`src/rtl/inst_fetch.sv`:
```
// Instruction-fetch stage: owns the PC, runs the req/ack fetch handshake and
// drives the IF/ID pipeline register, with one-delay-slot branch redirects.
module inst_fetch #(
   parameter logic [15:0] RESET_PC = 16'h0000,
   parameter logic [15:0] NOP_INST = 16'h0800
) (
   input  logic        clk,
   input  logic        rst,
   input  logic        stall_i,
   input  logic        branch_flag_i,
   input  logic [15:0] branch_addr_i,
   output logic        mem_req_o,
   output logic [15:0] mem_addr_o,
   input  logic        mem_ack_i,
   input  logic [15:0] mem_rdata_i,
   output logic [15:0] pc_o,
   output logic [15:0] inst_o,
   output logic        valid_o
);

   localparam int unsigned W = 16;

   typedef enum logic {REQ = 1'b0, HOLD = 1'b1} state_t;

   state_t         state;
   logic [W-1:0]   pc_r;
   logic [W-1:0]   buf_inst;
   logic [W-1:0]   buf_pc;
   logic           buf_v;
   logic           pend_v;
   logic [W-1:0]   pend_addr;

   logic           fetch_done;
   logic           branch_acc;
   logic [W-1:0]   a_inc;
   logic [W-1:0]   next_pc;

   // Request drops immediately under reset so an in-flight fetch is abandoned.
   assign mem_req_o  = (state == REQ) && !rst;
   assign mem_addr_o = pc_r;

   assign fetch_done = mem_ack_i && mem_req_o;
   assign branch_acc = branch_flag_i && !stall_i;
   assign a_inc      = W'(pc_r + W'(1));

   // Redirect priority: branch on this edge, then a deferred redirect, then sequential.
   always_comb begin
      next_pc = a_inc;
      if (branch_acc)
         next_pc = branch_addr_i;
      else if (pend_v)
         next_pc = pend_addr;
   end

   always_ff @(posedge clk) begin
      if (rst) begin
         state     <= REQ;
         pc_r      <= RESET_PC;
         buf_inst  <= NOP_INST;
         buf_pc    <= '0;
         buf_v     <= 1'b0;
         pend_v    <= 1'b0;
         pend_addr <= '0;
         pc_o      <= '0;
         inst_o    <= NOP_INST;
         valid_o   <= 1'b0;
      end else begin
         case (state)
            REQ: begin
               if (fetch_done) begin
                  pc_r   <= next_pc;
                  pend_v <= 1'b0;
                  if (!stall_i) begin
                     pc_o    <= a_inc;
                     inst_o  <= mem_rdata_i;
                     valid_o <= 1'b1;
                  end else begin
                     buf_pc   <= a_inc;
                     buf_inst <= mem_rdata_i;
                     buf_v    <= 1'b1;
                     state    <= HOLD;
                  end
               end else if (!stall_i) begin
                  // Bubble; a branch seen now waits for the delay slot to land.
                  inst_o  <= NOP_INST;
                  valid_o <= 1'b0;
                  if (branch_flag_i) begin
                     pend_v    <= 1'b1;
                     pend_addr <= branch_addr_i;
                  end
               end
            end
            HOLD: begin
               if (!stall_i && buf_v) begin
                  pc_o    <= buf_pc;
                  inst_o  <= buf_inst;
                  valid_o <= 1'b1;
                  buf_v   <= 1'b0;
                  state   <= REQ;
                  // Buffered word is the delay slot; pc_r already advanced past it.
                  if (branch_flag_i)
                     pc_r <= branch_addr_i;
               end
            end
            default: state <= REQ;
         endcase
      end
   end

endmodule

```
`config.mk`:
```
export PLATFORM = sky130hd
export DESIGN_NAME = inst_fetch
export DESIGN_NICKNAME = d
export VERILOG_FILES = /design/src/rtl/inst_fetch.sv
export SDC_FILE = /design/constraint.sdc
export NUM_CORES = 1
export LEC_CHECK = 0
export CORE_ASPECT_RATIO = 0.5
export CORE_MARGIN = 1.5
export CORE_UTILIZATION = 49
export CTS_BUF_LIST = sky130_fd_sc_hd__clkbuf_8
export DETAILED_ROUTE_END_ITERATION = 8
export GPL_ROUTABILITY_DRIVEN = 1
export PLACE_DENSITY = 0.84
export SYNTH_ARGS = -nofsm -noshare
export SYNTH_HDL_FRONTEND = slang
export SYNTH_SLANG_ARGS = --single-unit
export TNS_END_PERCENT = 10
```
`constraint.sdc`:
```
create_clock -name clk -period 1.8 [get_ports clk]
set_input_delay 0.45 -clock clk [delete_from_list [all_inputs] [get_ports clk]]
set_output_delay 0.45 -clock clk [all_outputs]
set_load 0.05 [all_outputs]
```
==> flow_results.xml <==
<?xml version="1.0" encoding="UTF-8"?>
<metrics>
  <group name="run_status">
    <metric name="status" unit="">finished with violations</metric>
    <metric name="violations" unit="">design-rule violations</metric>
  </group>
  <group name="clock_network">
    <metric name="tritoncts.num_buffers" unit="">9</metric>
    <metric name="clock_tree_from_tritoncts" unit="">built</metric>
    <metric name="clock_tree.htree_level_count" unit="">3</metric>
    <metric name="clkSinkCount" unit="">100</metric>
    <metric name="insertion_delay" unit="ns">0.38</metric>
    <metric name="cell_at_the_root_of_the_clock_tree" unit="">sky130_fd_sc_hd__clkbuf_8</metric>
    <metric name="cts-root-to-sink-buffers" unit="">2</metric>
    <metric name="clkSlewWorstSetupHoldPaths" unit="ns">0.11</metric>
  </group>
  <group name="floorplanning">
    <metric name="fp.coreArea" unit="sq um">8859</metric>
    <metric name="die_y" unit="microns">71.02</metric>
    <metric name="floorplan.die_area" unit="sq um">9875</metric>
    <metric name="io_pins" unit="">87</metric>
    <metric name="row_count" unit="">24</metric>
    <metric name="die-width" unit="microns">139.0</metric>
    <metric name="start_util" unit="%">51.19</metric>
  </group>
  <group name="logic_synthesis">
    <metric name="post-synth-top-area-fraction" unit="%">44.15</metric>
    <metric name="yosys.area.top_type" unit="">sky130_fd_sc_hd__dfxtp_1</metric>
    <metric name="post_synth_inst_count" unit="">558</metric>
    <metric name="synth.distinct_cells" unit="">54</metric>
    <metric name="synth_edf_count" unit="">0</metric>
    <metric name="synth_sequential_area_ratio" unit="%">44.15</metric>
    <metric name="synth-async-reset-ratio" unit="%">0</metric>
    <metric name="synth-seq-cells" unit="">100</metric>
    <metric name="ys_warn_count" unit="">0</metric>
    <metric name="synth.avg_cell_area" unit="sq um">8.126</metric>
    <metric name="synthesis.area" unit="sq um">4534</metric>
    <metric name="synth_nets" unit="">596</metric>
    <metric name="synthTopCellsByArea" unit="">sky130_fd_sc_hd__dfxtp_1, sky130_fd_sc_hd__nand2_1, sky130_fd_sc_hd__a21oi_1</metric>
    <metric name="synthFlopType" unit="">sky130_fd_sc_hd__dfxtp_1</metric>
  </group>
  <group name="drt">
    <metric name="drc" unit="">10</metric>
    <metric name="drt-pass1-iter-count" unit="">7</metric>
    <metric name="wl_per_cell" unit="microns">15.44</metric>
    <metric name="finalWirelength" unit="microns">12240</metric>
    <metric name="drt-initial-drc-count" unit="">274</metric>
    <metric name="via_count" unit="">4425</metric>
    <metric name="route.detailed.vias_per_inst" unit="">5.580</metric>
    <metric name="ant_nets" unit="">0</metric>
  </group>
  <group name="timing">
    <metric name="worst_clock_skew" unit="ns">0.01370</metric>
    <metric name="whs" unit="ns">0.3940</metric>
    <metric name="max_freq" unit="MHz">564.9</metric>
    <metric name="fin_crit_sh" unit="%">98.34</metric>
    <metric name="final-setup-viol-count" unit="">0</metric>
    <metric name="fin_setup_tns" unit="ns">0</metric>
    <metric name="slew_viol_final" unit="">0</metric>
    <metric name="rsz0062_at_grt" unit="">yes</metric>
    <metric name="max_slew.worst_pin.slew" unit="ns">0.5413</metric>
    <metric name="final.min_clock_period" unit="ns">1.770</metric>
    <metric name="finalHoldViolCount" unit="">0</metric>
    <metric name="timing.max_slew.rel_slack" unit="%">63.92</metric>
  </group>
  <group name="finish">
    <metric name="design_area" unit="sq um">6103</metric>
    <metric name="antenna_cells" unit="">0</metric>
    <metric name="nets_final" unit="">709</metric>
    <metric name="area_growth_syn_to_layout" unit="%">34.60</metric>
    <metric name="n_fill_cell" unit="">716</metric>
    <metric name="final_layout_size_suffix_gt1_share" unit="%">25.74</metric>
    <metric name="utilization" unit="%">68.90</metric>
  </group>
  <group name="setup_path">
    <metric name="timing.setup.critical_path_class" unit="">in -&gt; reg</metric>
    <metric name="path_max_fanout" unit="">5</metric>
    <metric name="critPathCaptureType" unit="">flip-flop</metric>
    <metric name="worstPathRequired" unit="ns">2.09</metric>
    <metric name="worstRegToRegCells" unit="">6</metric>
    <metric name="critical_path.startpoint_type" unit="">input pin</metric>
    <metric name="cp.arrival" unit="ns">2.06</metric>
  </group>
  <group name="pwr">
    <metric name="power_per_cell_area" unit="nW/um^2">800.0</metric>
    <metric name="power.leakage" unit="nW">2.418</metric>
    <metric name="vdd_ir_drop_max" unit="mV">0.3909</metric>
  </group>
  <group name="global_routing">
    <metric name="grt_util_met1" unit="%">33.45</metric>
    <metric name="grt.total_usage" unit="%">24.72</metric>
    <metric name="grtUsageMet2" unit="%">40.22</metric>
    <metric name="vias_in_the_first_global_route" unit="">4000</metric>
    <metric name="global_route_layer_with_the_greatest_usage" unit="">met2</metric>
    <metric name="use_met3" unit="%">6.161</metric>
    <metric name="number_of_antenna_violations_at_the_first_check_in_global_routing" unit="">0</metric>
    <metric name="grt_max_degree" unit="">51</metric>
    <metric name="grt_pass1_wl" unit="microns">19660</metric>
    <metric name="globalRouteOverflowTotal" unit="">0</metric>
  </group>
  <group name="placement">
    <metric name="place.port_buffers" unit="">86</metric>
    <metric name="hpwl" unit="microns">8576</metric>
    <metric name="detailed_place.area" unit="sq um">5759</metric>
    <metric name="gp_congestion" unit="">0.9441</metric>
  </group>
  <group name="flow_run">
    <metric name="drv.max_cap_violation_count" unit="">0</metric>
  </group>
  <group name="min_path">
    <metric name="hold_class" unit="">in -&gt; reg</metric>
    <metric name="worstHoldPathCells" unit="">3</metric>
  </group>
</metrics>
-- flip-flops by register name, summed over array words and instances (netlist names) --
register / cells
buf_inst: 16
buf_pc: 16
inst_o: 16
mem_addr_o: 16
pc_o: 16
pend_addr: 16
buf_v: 1
pend_v: 1
state: 1
valid_o: 1
-- layout by cell type, fill, tap and decap left out, drive strengths merged, types with 3 or more instances in the layout --
cell type | netlist | layout
a31oi | 5 | 5
clkbuf | 21 | 9
nand3 | 10 | 10
dfxtp | 100 | 100
a21oi | 65 | 65
nand2 | 103 | 103
or3 | 4 | 4
clkdlybuf4s50 | 0 | 35
xor2 | 7 | 7
nand4 | 7 | 7
o21ai | 14 | 14
nor2b | 3 | 3
nor3 | 16 | 16
clkinv | 0 | 5
xnor2 | 7 | 7
and3 | 6 | 6
nor2 | 59 | 59
o211ai | 14 | 14
a211oi | 30 | 30
nand2b | 9 | 9
nand3b | 6 | 6
buf | 22 | 110
o32ai | 3 | 3
inv | 7 | 8
a22oi | 15 | 15
o21bai | 5 | 5
-- cells in the mapped netlist, drive strengths merged, types with 3 or more instances --
cell	n
nand2	103
dfxtp	100
a21oi	65
nor2	59
a211oi	30
buf	22
clkbuf	21
nor3	16
a22oi	15
o211ai	14
o21ai	14
nand3	10
nand2b	9
inv	7
nand4	7
xnor2	7
xor2	7
and3	6
nand3b	6
a31oi	5
o21bai	5
or3	4
nor2b	3
o32ai	3
-- stage by stage --
step	power (mW)	setup slack (ns)	cells
after floorplan	3.067	-0.05203	558
after CTS	4.874	0.001226	789
after global routing	5.067	-0.03984	793
after global placement	3.461	-0.3612	773
after detailed placement	3.480	-0.4200	773
final	4.883	0.02989	793
-- power breakdown --
part           switching (mW)  internal (mW)
logic                   0.636          0.417
clock network           0.880          0.537
registers              0.0888           2.32
total                    1.60           3.28
-- kinds of logic after synthesis --
group                    after synthesis  share of synthesized area, %
AO/OA/AOI/OAI                        161                         23.32
flip-flops                           100                         44.15
XOR/XNOR                              14                         3.035
buffers and inverters                 50                         4.912
multiplexers                           2                        0.4415
AND/OR/NAND/NOR                      230                         23.87
adder cells (fa/ha/maj)                1                        0.2759
-- per-layer routing --
layer  wire [microns]  share of wire [%]
met5                0                  0
met4              155                1.3
met3              750                6.1
met2             5556                 45
met1             5780                 47
-- final timing paths --
path,slack (ns),start,to
max,0.03,mem_ack_i,mem_addr_o[7]
min,0.39,rst,buf_pc[14]
max reg2reg,0.07,mem_addr_o[0],mem_addr_o[9]
min reg2reg,0.46,pend_addr[9],pend_addr[9]
-- worst max-delay path, stage by stage --
cell                              delay [ns]
sky130_fd_sc_hd__clkdlybuf4s50_1        0.49
sky130_fd_sc_hd__or3b_4                 0.42
sky130_fd_sc_hd__buf_4                  0.15
sky130_fd_sc_hd__o21ai_2                0.13
sky130_fd_sc_hd__nand2b_1               0.15
sky130_fd_sc_hd__o32ai_1                0.27
-- layout make-up --
cell class	instances	area, sq um	share of cell area, %
clock inverters	7	75.07	1.230
clock buffers	9	123.9	2.030
repair buffers	145	1287	21.09
well taps	117	146.4	2.399
multi-input cells	408	2420	39.65
inverters	7	26.28	0.4305
flip-flops and latches	100	2024	33.17
-- timing repair --
| action | CTS | global route |
|---|---|---|
| setup endpoints to repair | 1 | 59 |
| hold buffers | 0 | 0 |
| setup buffers | 0 | 4 |
| resized for setup | 1 | 20 |
| pin swaps | 0 | 6 |
Note: power is estimated with default switching activity, not from simulation.
